### src/rtl/axi4_lite_pkg.sv
// axi4_lite_pkg: shared widths, response code and FSM state types for the AXI4-Lite slave.
// Contents: ADDR_W, DATA_W, RESP_OKAY, wr_state_t, rd_state_t.
package axi4_lite_pkg;
    localparam int ADDR_W = 4;
    localparam int DATA_W = 32;
    localparam logic [1:0] RESP_OKAY = 2'b00;
    typedef enum logic [1:0] {WR_IDLE, WR_HAVE_ADDR, WR_HAVE_DATA, WR_RESP} wr_state_t;
    typedef enum logic {RD_IDLE, RD_VALID} rd_state_t;
endpackage

### src/rtl/axi4_lite_if.sv
// axi4_lite_if: AXI4-Lite bus bundle with master/slave modports.
// Signals: AW (AWADDR/AWVALID/AWREADY), W (WDATA/WVALID/WREADY, WSTRB when AXI4L_SLV_WSTRB_EN),
// B (BRESP/BVALID/BREADY), AR (ARADDR/ARVALID/ARREADY), R (RDATA/RRESP/RVALID/RREADY).
interface axi4_lite_if;
    import axi4_lite_pkg::*;
    logic [ADDR_W-1:0] AWADDR;
    logic              AWVALID;
    logic              AWREADY;
    logic [DATA_W-1:0] WDATA;
`ifdef AXI4L_SLV_WSTRB_EN
    logic [3:0]        WSTRB;
`endif
    logic              WVALID;
    logic              WREADY;
    logic [1:0]        BRESP;
    logic              BVALID;
    logic              BREADY;
    logic [ADDR_W-1:0] ARADDR;
    logic              ARVALID;
    logic              ARREADY;
    logic [DATA_W-1:0] RDATA;
    logic [1:0]        RRESP;
    logic              RVALID;
    logic              RREADY;
    modport slave (
`ifdef AXI4L_SLV_WSTRB_EN
        input WSTRB,
`endif
        input AWADDR, AWVALID, WDATA, WVALID, BREADY, ARADDR, ARVALID, RREADY,
        output AWREADY, WREADY, BRESP, BVALID, ARREADY, RDATA, RRESP, RVALID
    );
    modport master (
`ifdef AXI4L_SLV_WSTRB_EN
        output WSTRB,
`endif
        output AWADDR, AWVALID, WDATA, WVALID, BREADY, ARADDR, ARVALID, RREADY,
        input AWREADY, WREADY, BRESP, BVALID, ARREADY, RDATA, RRESP, RVALID
    );
endinterface

### src/rtl/axi4_lite_regfile.sv
// axi4_lite_regfile: 4x32 register array, one byte-enabled write port, one async read port.
// Ports: clk, rst (async, active-high), we/waddr/wdata/wbe write port, raddr/rdata read port.
module axi4_lite_regfile
    import axi4_lite_pkg::*;
#(
    parameter logic [DATA_W-1:0] RST_VAL = '0
) (
    input  logic              clk,
    input  logic              rst,
    input  logic              we,
    input  logic [1:0]        waddr,
    input  logic [DATA_W-1:0] wdata,
    input  logic [3:0]        wbe,
    input  logic [1:0]        raddr,
    output logic [DATA_W-1:0] rdata
);
    logic [DATA_W-1:0] regs [4];
    always_ff @(posedge clk or posedge rst) begin
        if (rst) begin
            for (int i = 0; i < 4; i++) regs[i] <= RST_VAL;
        end else if (we) begin
            for (int b = 0; b < 4; b++) if (wbe[b]) regs[waddr][8*b +: 8] <= wdata[8*b +: 8];
        end
    end
    assign rdata = regs[raddr];
endmodule

### src/rtl/axi4_lite_slave.sv
// axi4_lite_slave: AXI4-Lite slave with four 32-bit registers, independent AW/W capture.
// Ports: ACLK, ARESET (async, active-high), bus (axi4_lite_if.slave).
// Option: AXI4L_SLV_WSTRB_EN adds byte strobes; otherwise every write covers all 32 bits.
module axi4_lite_slave
    import axi4_lite_pkg::*;
#(
    parameter logic [31:0] REG_RST_VAL = 32'h0000_0000
) (
    input logic       ACLK,
    input logic       ARESET,
    axi4_lite_if.slave bus
);
    wr_state_t         wr_state;
    rd_state_t         rd_state;
    logic [ADDR_W-1:0] addr_q, wr_addr;
    logic [DATA_W-1:0] data_q, wr_data, rd_word, rdata_q;
    logic [3:0]        strb_q, w_strb, wr_be;
    logic              aw_hs, w_hs, ar_hs, we;
`ifdef AXI4L_SLV_WSTRB_EN
    assign w_strb = bus.WSTRB;
`else
    assign w_strb = 4'hF;
`endif
    // Readiness is gated by reset so nothing is offered while ARESET is high.
    assign bus.AWREADY = !ARESET && (wr_state == WR_IDLE || wr_state == WR_HAVE_DATA);
    assign bus.WREADY  = !ARESET && (wr_state == WR_IDLE || wr_state == WR_HAVE_ADDR);
    assign bus.ARREADY = !ARESET && rd_state == RD_IDLE;
    assign bus.BVALID  = wr_state == WR_RESP;
    assign bus.BRESP   = RESP_OKAY;
    assign bus.RVALID  = rd_state == RD_VALID;
    assign bus.RRESP   = RESP_OKAY;
    assign bus.RDATA   = rdata_q;
    assign aw_hs = bus.AWVALID && bus.AWREADY;
    assign w_hs  = bus.WVALID && bus.WREADY;
    assign ar_hs = bus.ARVALID && bus.ARREADY;
    // The write commits at the edge where the second half arrives; each half comes
    // either from this cycle's handshake or from the latched copy.
    assign we      = (aw_hs || wr_state == WR_HAVE_ADDR) && (w_hs || wr_state == WR_HAVE_DATA);
    assign wr_addr = aw_hs ? bus.AWADDR : addr_q;
    assign wr_data = w_hs ? bus.WDATA : data_q;
    assign wr_be   = w_hs ? w_strb : strb_q;
    axi4_lite_regfile #(.RST_VAL(REG_RST_VAL)) u_regfile (
        .clk(ACLK), .rst(ARESET), .we(we), .waddr(wr_addr[3:2]), .wdata(wr_data),
        .wbe(wr_be), .raddr(bus.ARADDR[3:2]), .rdata(rd_word)
    );
    always_ff @(posedge ACLK or posedge ARESET) begin
        if (ARESET) begin
            wr_state <= WR_IDLE;
            addr_q   <= '0;
            data_q   <= '0;
            strb_q   <= '0;
        end else begin
            if (aw_hs) addr_q <= bus.AWADDR;
            if (w_hs) begin
                data_q <= bus.WDATA;
                strb_q <= w_strb;
            end
            wr_state <= we ? WR_RESP :
                        aw_hs ? WR_HAVE_ADDR :
                        w_hs ? WR_HAVE_DATA :
                        (wr_state == WR_RESP && bus.BREADY) ? WR_IDLE : wr_state;
        end
    end
    // rd_word is the pre-edge register value, so a same-edge write is not visible here.
    always_ff @(posedge ACLK or posedge ARESET) begin
        if (ARESET) begin
            rd_state <= RD_IDLE;
            rdata_q  <= '0;
        end else if (ar_hs) begin
            rd_state <= RD_VALID;
            rdata_q  <= rd_word;
        end else if (rd_state == RD_VALID && bus.RREADY) begin
            rd_state <= RD_IDLE;
        end
    end
endmodule

### src/flat_wrapper.sv
// flat-port wrapper written by rule: the top's interface ports become plain ports
module axi4_lite_slave_flat import axi4_lite_pkg::*;
#(
    parameter logic [31:0] REG_RST_VAL = 32'h0000_0000
)
  (ACLK, ARESET, bus_AWADDR, bus_AWVALID, bus_WDATA, bus_WVALID, bus_BREADY, bus_ARADDR, bus_ARVALID, bus_RREADY, bus_AWREADY, bus_WREADY, bus_BRESP, bus_BVALID, bus_ARREADY, bus_RDATA, bus_RRESP, bus_RVALID);
  axi4_lite_if bus_i ();
  input logic ACLK;
  input logic ARESET;
  input wire logic [$bits(bus_i.AWADDR)-1:0] bus_AWADDR;
  input wire logic [$bits(bus_i.AWVALID)-1:0] bus_AWVALID;
  input wire logic [$bits(bus_i.WDATA)-1:0] bus_WDATA;
  input wire logic [$bits(bus_i.WVALID)-1:0] bus_WVALID;
  input wire logic [$bits(bus_i.BREADY)-1:0] bus_BREADY;
  input wire logic [$bits(bus_i.ARADDR)-1:0] bus_ARADDR;
  input wire logic [$bits(bus_i.ARVALID)-1:0] bus_ARVALID;
  input wire logic [$bits(bus_i.RREADY)-1:0] bus_RREADY;
  output wire logic [$bits(bus_i.AWREADY)-1:0] bus_AWREADY;
  output wire logic [$bits(bus_i.WREADY)-1:0] bus_WREADY;
  output wire logic [$bits(bus_i.BRESP)-1:0] bus_BRESP;
  output wire logic [$bits(bus_i.BVALID)-1:0] bus_BVALID;
  output wire logic [$bits(bus_i.ARREADY)-1:0] bus_ARREADY;
  output wire logic [$bits(bus_i.RDATA)-1:0] bus_RDATA;
  output wire logic [$bits(bus_i.RRESP)-1:0] bus_RRESP;
  output wire logic [$bits(bus_i.RVALID)-1:0] bus_RVALID;
  assign bus_i.AWADDR = bus_AWADDR;
  assign bus_i.AWVALID = bus_AWVALID;
  assign bus_i.WDATA = bus_WDATA;
  assign bus_i.WVALID = bus_WVALID;
  assign bus_i.BREADY = bus_BREADY;
  assign bus_i.ARADDR = bus_ARADDR;
  assign bus_i.ARVALID = bus_ARVALID;
  assign bus_i.RREADY = bus_RREADY;
  assign bus_AWREADY = bus_i.AWREADY;
  assign bus_WREADY = bus_i.WREADY;
  assign bus_BRESP = bus_i.BRESP;
  assign bus_BVALID = bus_i.BVALID;
  assign bus_ARREADY = bus_i.ARREADY;
  assign bus_RDATA = bus_i.RDATA;
  assign bus_RRESP = bus_i.RRESP;
  assign bus_RVALID = bus_i.RVALID;
  axi4_lite_slave #(.REG_RST_VAL(REG_RST_VAL)) u_core (.ACLK(ACLK), .ARESET(ARESET), .bus(bus_i));
endmodule
### config.mk
export PLATFORM = sky130hd
export DESIGN_NAME = axi4_lite_slave_flat
export DESIGN_NICKNAME = d
export VERILOG_FILES = /design/src/rtl/axi4_lite_pkg.sv /design/src/rtl/axi4_lite_if.sv /design/src/rtl/axi4_lite_regfile.sv /design/src/rtl/axi4_lite_slave.sv /design/src/flat_wrapper.sv
export SDC_FILE = /design/constraint.sdc
export NUM_CORES = 1
export LEC_CHECK = 0
export ABC_AREA = 1
export ABC_CLOCK_PERIOD_IN_PS = 8900
export CORE_UTILIZATION = 58
export DETAILED_ROUTE_END_ITERATION = 16
export MAX_ROUTING_LAYER = met4
export PLACE_DENSITY = 0.8
export SLEW_MARGIN = 0
export SYNTH_ARGS = -nofsm -noshare
export SYNTH_HDL_FRONTEND = slang
export SYNTH_SLANG_ARGS = --single-unit
### constraint.sdc
create_clock -name ACLK -period 8.9 [get_ports ACLK]
set_clock_uncertainty 0.1 [all_clocks]
set_input_delay 0.89 -clock ACLK [delete_from_list [all_inputs] [get_ports ACLK]]
set_output_delay 0.89 -clock ACLK [all_outputs]
set_load 0.01 [all_outputs]
==> results_dict.tcl <==
set metrics [dict create \
    holdPathStages 2 \
    place.gp.congestion 0.7972 \
    post-place-ws_ns 4.152 \
    synth_seq_cells 201 \
    synthMuxAreaShare_pct 0 \
    synthDistinctLibCells 25 \
    tightest_slew_ns 1.179 \
    cp-start-kind "input port" \
    vias 7880 \
    grt_pass1_wl_um 38640 \
    powerDensity_nw_per_um2 322.5 \
    drv_slew 0 \
    syn_inst 1088 \
    max_freq_mhz 231.3 \
    first_iter_violations 892 \
    grt_util_all_layers_pct 30.31 \
    yosys.area.top_type "dfrtp_1" \
    crit_arrival_ns 4.60 \
    r2r_end "u_core.u_regfile.regs[30]" \
    slew_headroom_pct 21.28 \
    required_ns 9.18 \
    ant_nets 0 \
    layout_setup_ws_ns 4.576 \
    place.port_buffers 79 \
    clk_path_buf_depth 3 \
    via_per_inst 5.850 \
    grt_max_degree 127 \
    cp-end-kind "flip-flop" \
    synth-compound-area-share_pct 5.539 \
    syn2layout_area_growth_pct 12.96 \
    grt_pass1_vias 7588 \
    yosys_warnings 0 \
    setup_viol 0 \
    finalPower_w 0.003456 \
    reg2reg_from "u_core.wr_state[1]" \
    synth_xor_area_share_pct 0 \
    antenna_found_initial 0 \
    irDropWorstVdd_uv 277.3 \
    min_period_ns 4.324 \
    gr-total-overflow 0 \
    status "complete, no violations" \
    drive_above_1_share_pct 7.073 \
    netlist.area_leader.share_pct 53.02 \
    setup_tns_ns 0 \
    cts_tree "done" \
    r2r_slack_ns 5.27 \
    numClockSinks 201 \
    num_rows 46 \
    placed_cell_area_um2 10080 \
    avgSynthCellArea_um2 8.719 \
    layout_commonest_cell "nand2_1" \
    antennaDiodeCount 0 \
    drc 0 \
    fin_crit_sh_pct 48.58 \
    path_clk_slew_ns 0.06 \
    synthTopCellsByArea "dfrtp_1 (53%), nand2_1 (13%), nand4_1 (8.4%), nor2_1 (6.4%), o21ai_0 (3.4%)" \
    final_util_pct 67.22 \
    die_w_um 129.9 \
    cp_max_fo 83 \
    cts-htree-levels 1 \
    ios 88 \
    root_buffer "clkbuf_16" \
    final_cell_mix "nand2_1 (330), dfrtp_1 (201), nor2_1 (161), nand4_1 (128), clkdlybuf4s50_1 (78)" \
    cts_buffers 21 \
    yosys.area_share.simple_pct 35.10 \
    seq_area_frac_synth_pct 53.02 \
    rsz0062_at_grt "no" \
    worstSetupPathType "input port to flip-flop" \
    wl_per_cell_um 17.48 \
    synth_top_family_by_area "simple AND/OR/NAND/NOR gates" \
    fin_area_um2 10720 \
    start_util_pct 59.50 \
    die_h_um 129.9 \
    clock_latency_ns 0.49 \
    synthAdderAreaFrac_pct 0 \
    postCtsResizedCells 0 \
    coreArea_um2 15940 \
    hold_violations 0 \
    dieArea_um2 16870 \
    dpl.hpwl_um 12750 \
    ctsHoldBuffers 0 \
    power.leakage_nw 5.194 \
    whs_endpoint "u_core.u_regfile.regs[86]" \
    hp-start "u_core.u_regfile.regs[86]" \
    cap_violations 0 \
    cts_setup_buffers 0 \
    syn_area_um2 9487 \
    finalWirelength_um 23550 \
    first_pass_iters 5 \
    nets 1167 \
    min_path_type "flip-flop to flip-flop" \
    r2r_cells 9 \
]
==> worst max-delay path by stage <==
stage | start | to | slack, ns | depth (start not counted)
final | ARESET | u_core.u_regfile.regs[30] | 4.58 | 10
after floorplan | ARESET | u_core.addr_q[2] | 2.43 | 1
after global placement | ARESET | u_core.u_regfile.regs[30] | 4.21 | 10
after detailed placement | ARESET | u_core.u_regfile.regs[30] | 4.15 | 10
after CTS | ARESET | u_core.u_regfile.regs[30] | 4.67 | 10
after global routing | ARESET | u_core.u_regfile.regs[24] | 4.31 | 10
==> registers in the layout, summed over array words and instances, names as in the netlist <==
name,count
u_core.u_regfile.regs,128
u_core.bus.RDATA,32
u_core.data_q,32
u_core.strb_q,4
u_core.addr_q,2
u_core.wr_state,2
u_core.bus.RVALID,1
==> power by group <==
part | total, W | switching [W] | internal, W
clock | 0.000821 | 0.000350 | 0.000472
combinational | 0.00116 | 0.000782 | 0.000374
sequential | 0.00148 | 0.000188 | 0.00129
==> metal layers <==
metal / global-route usage, % / vias to the layer above / share of wire (%)
li1: - / 3737 / -
met1: 41.21 / 3808 / 44
met2: 48.47 / 296 / 49
met3: 3.075 / 39 / 6.0
met4: 9.302 / 0 / 1.7
met5: - / - / 0
==> cells by family after synthesis <==
kind of cell	after synthesis
AO/OA/AOI/OAI	97
buffers and inverters	96
flip-flops	201
other	1
AND/OR/NAND/NOR	693
==> final cells by class <==
class / count / area, µm²
Fill cell: 1305 / 5226
Tap cell: 216 / 270.3
Multi-Input combinational cell: 794 / 3870
Clock buffer: 28 / 601.8
Timing Repair Buffer: 86 / 838.3
Sequential cell: 201 / 5030
Inverter: 16 / 72.57
Clock inverter: 6 / 33.78
==> worst max-delay path, stage by stage <==
cell and delay [ns]:
clkdlybuf4s50_1 0.62, nor2_4 0.83, nand2_1 0.15, nand2_1 0.12, nand2_2 0.09, inv_6 0.51
buf_4 0.70, nand3_2 0.38, nand2_1 0.15, nand2_1 0.06
==> through the flow <==
stage,std cells,hold slack (ns)
CTS,1347,0.3675
global placement,1313,0.3471
finish,1347,0.3648
detailed placement,1313,0.3530
global route,1347,0.3859
floorplan,1091,0.3366
==> Yosys cell counts <==
cell	number
nand2_1	330
dfrtp_1	201
nor2_1	161
nand4_1	128
o21ai_0	65
nand3_1	37
a31oi_1	32
clkbuf_1	26
buf_6	20
inv_1	13
nand3_4	13
buf_2	12
buf_4	12
nand2_4	9
buf_1	8
nand2_2	5
nor2_8	4
nand3_2	3
buf_8	2
nor2_4	2
clkinv_1	1
conb_1	1
inv_2	1
inv_6	1
nand3b_1	1
Power figures use the tool's default switching activity.
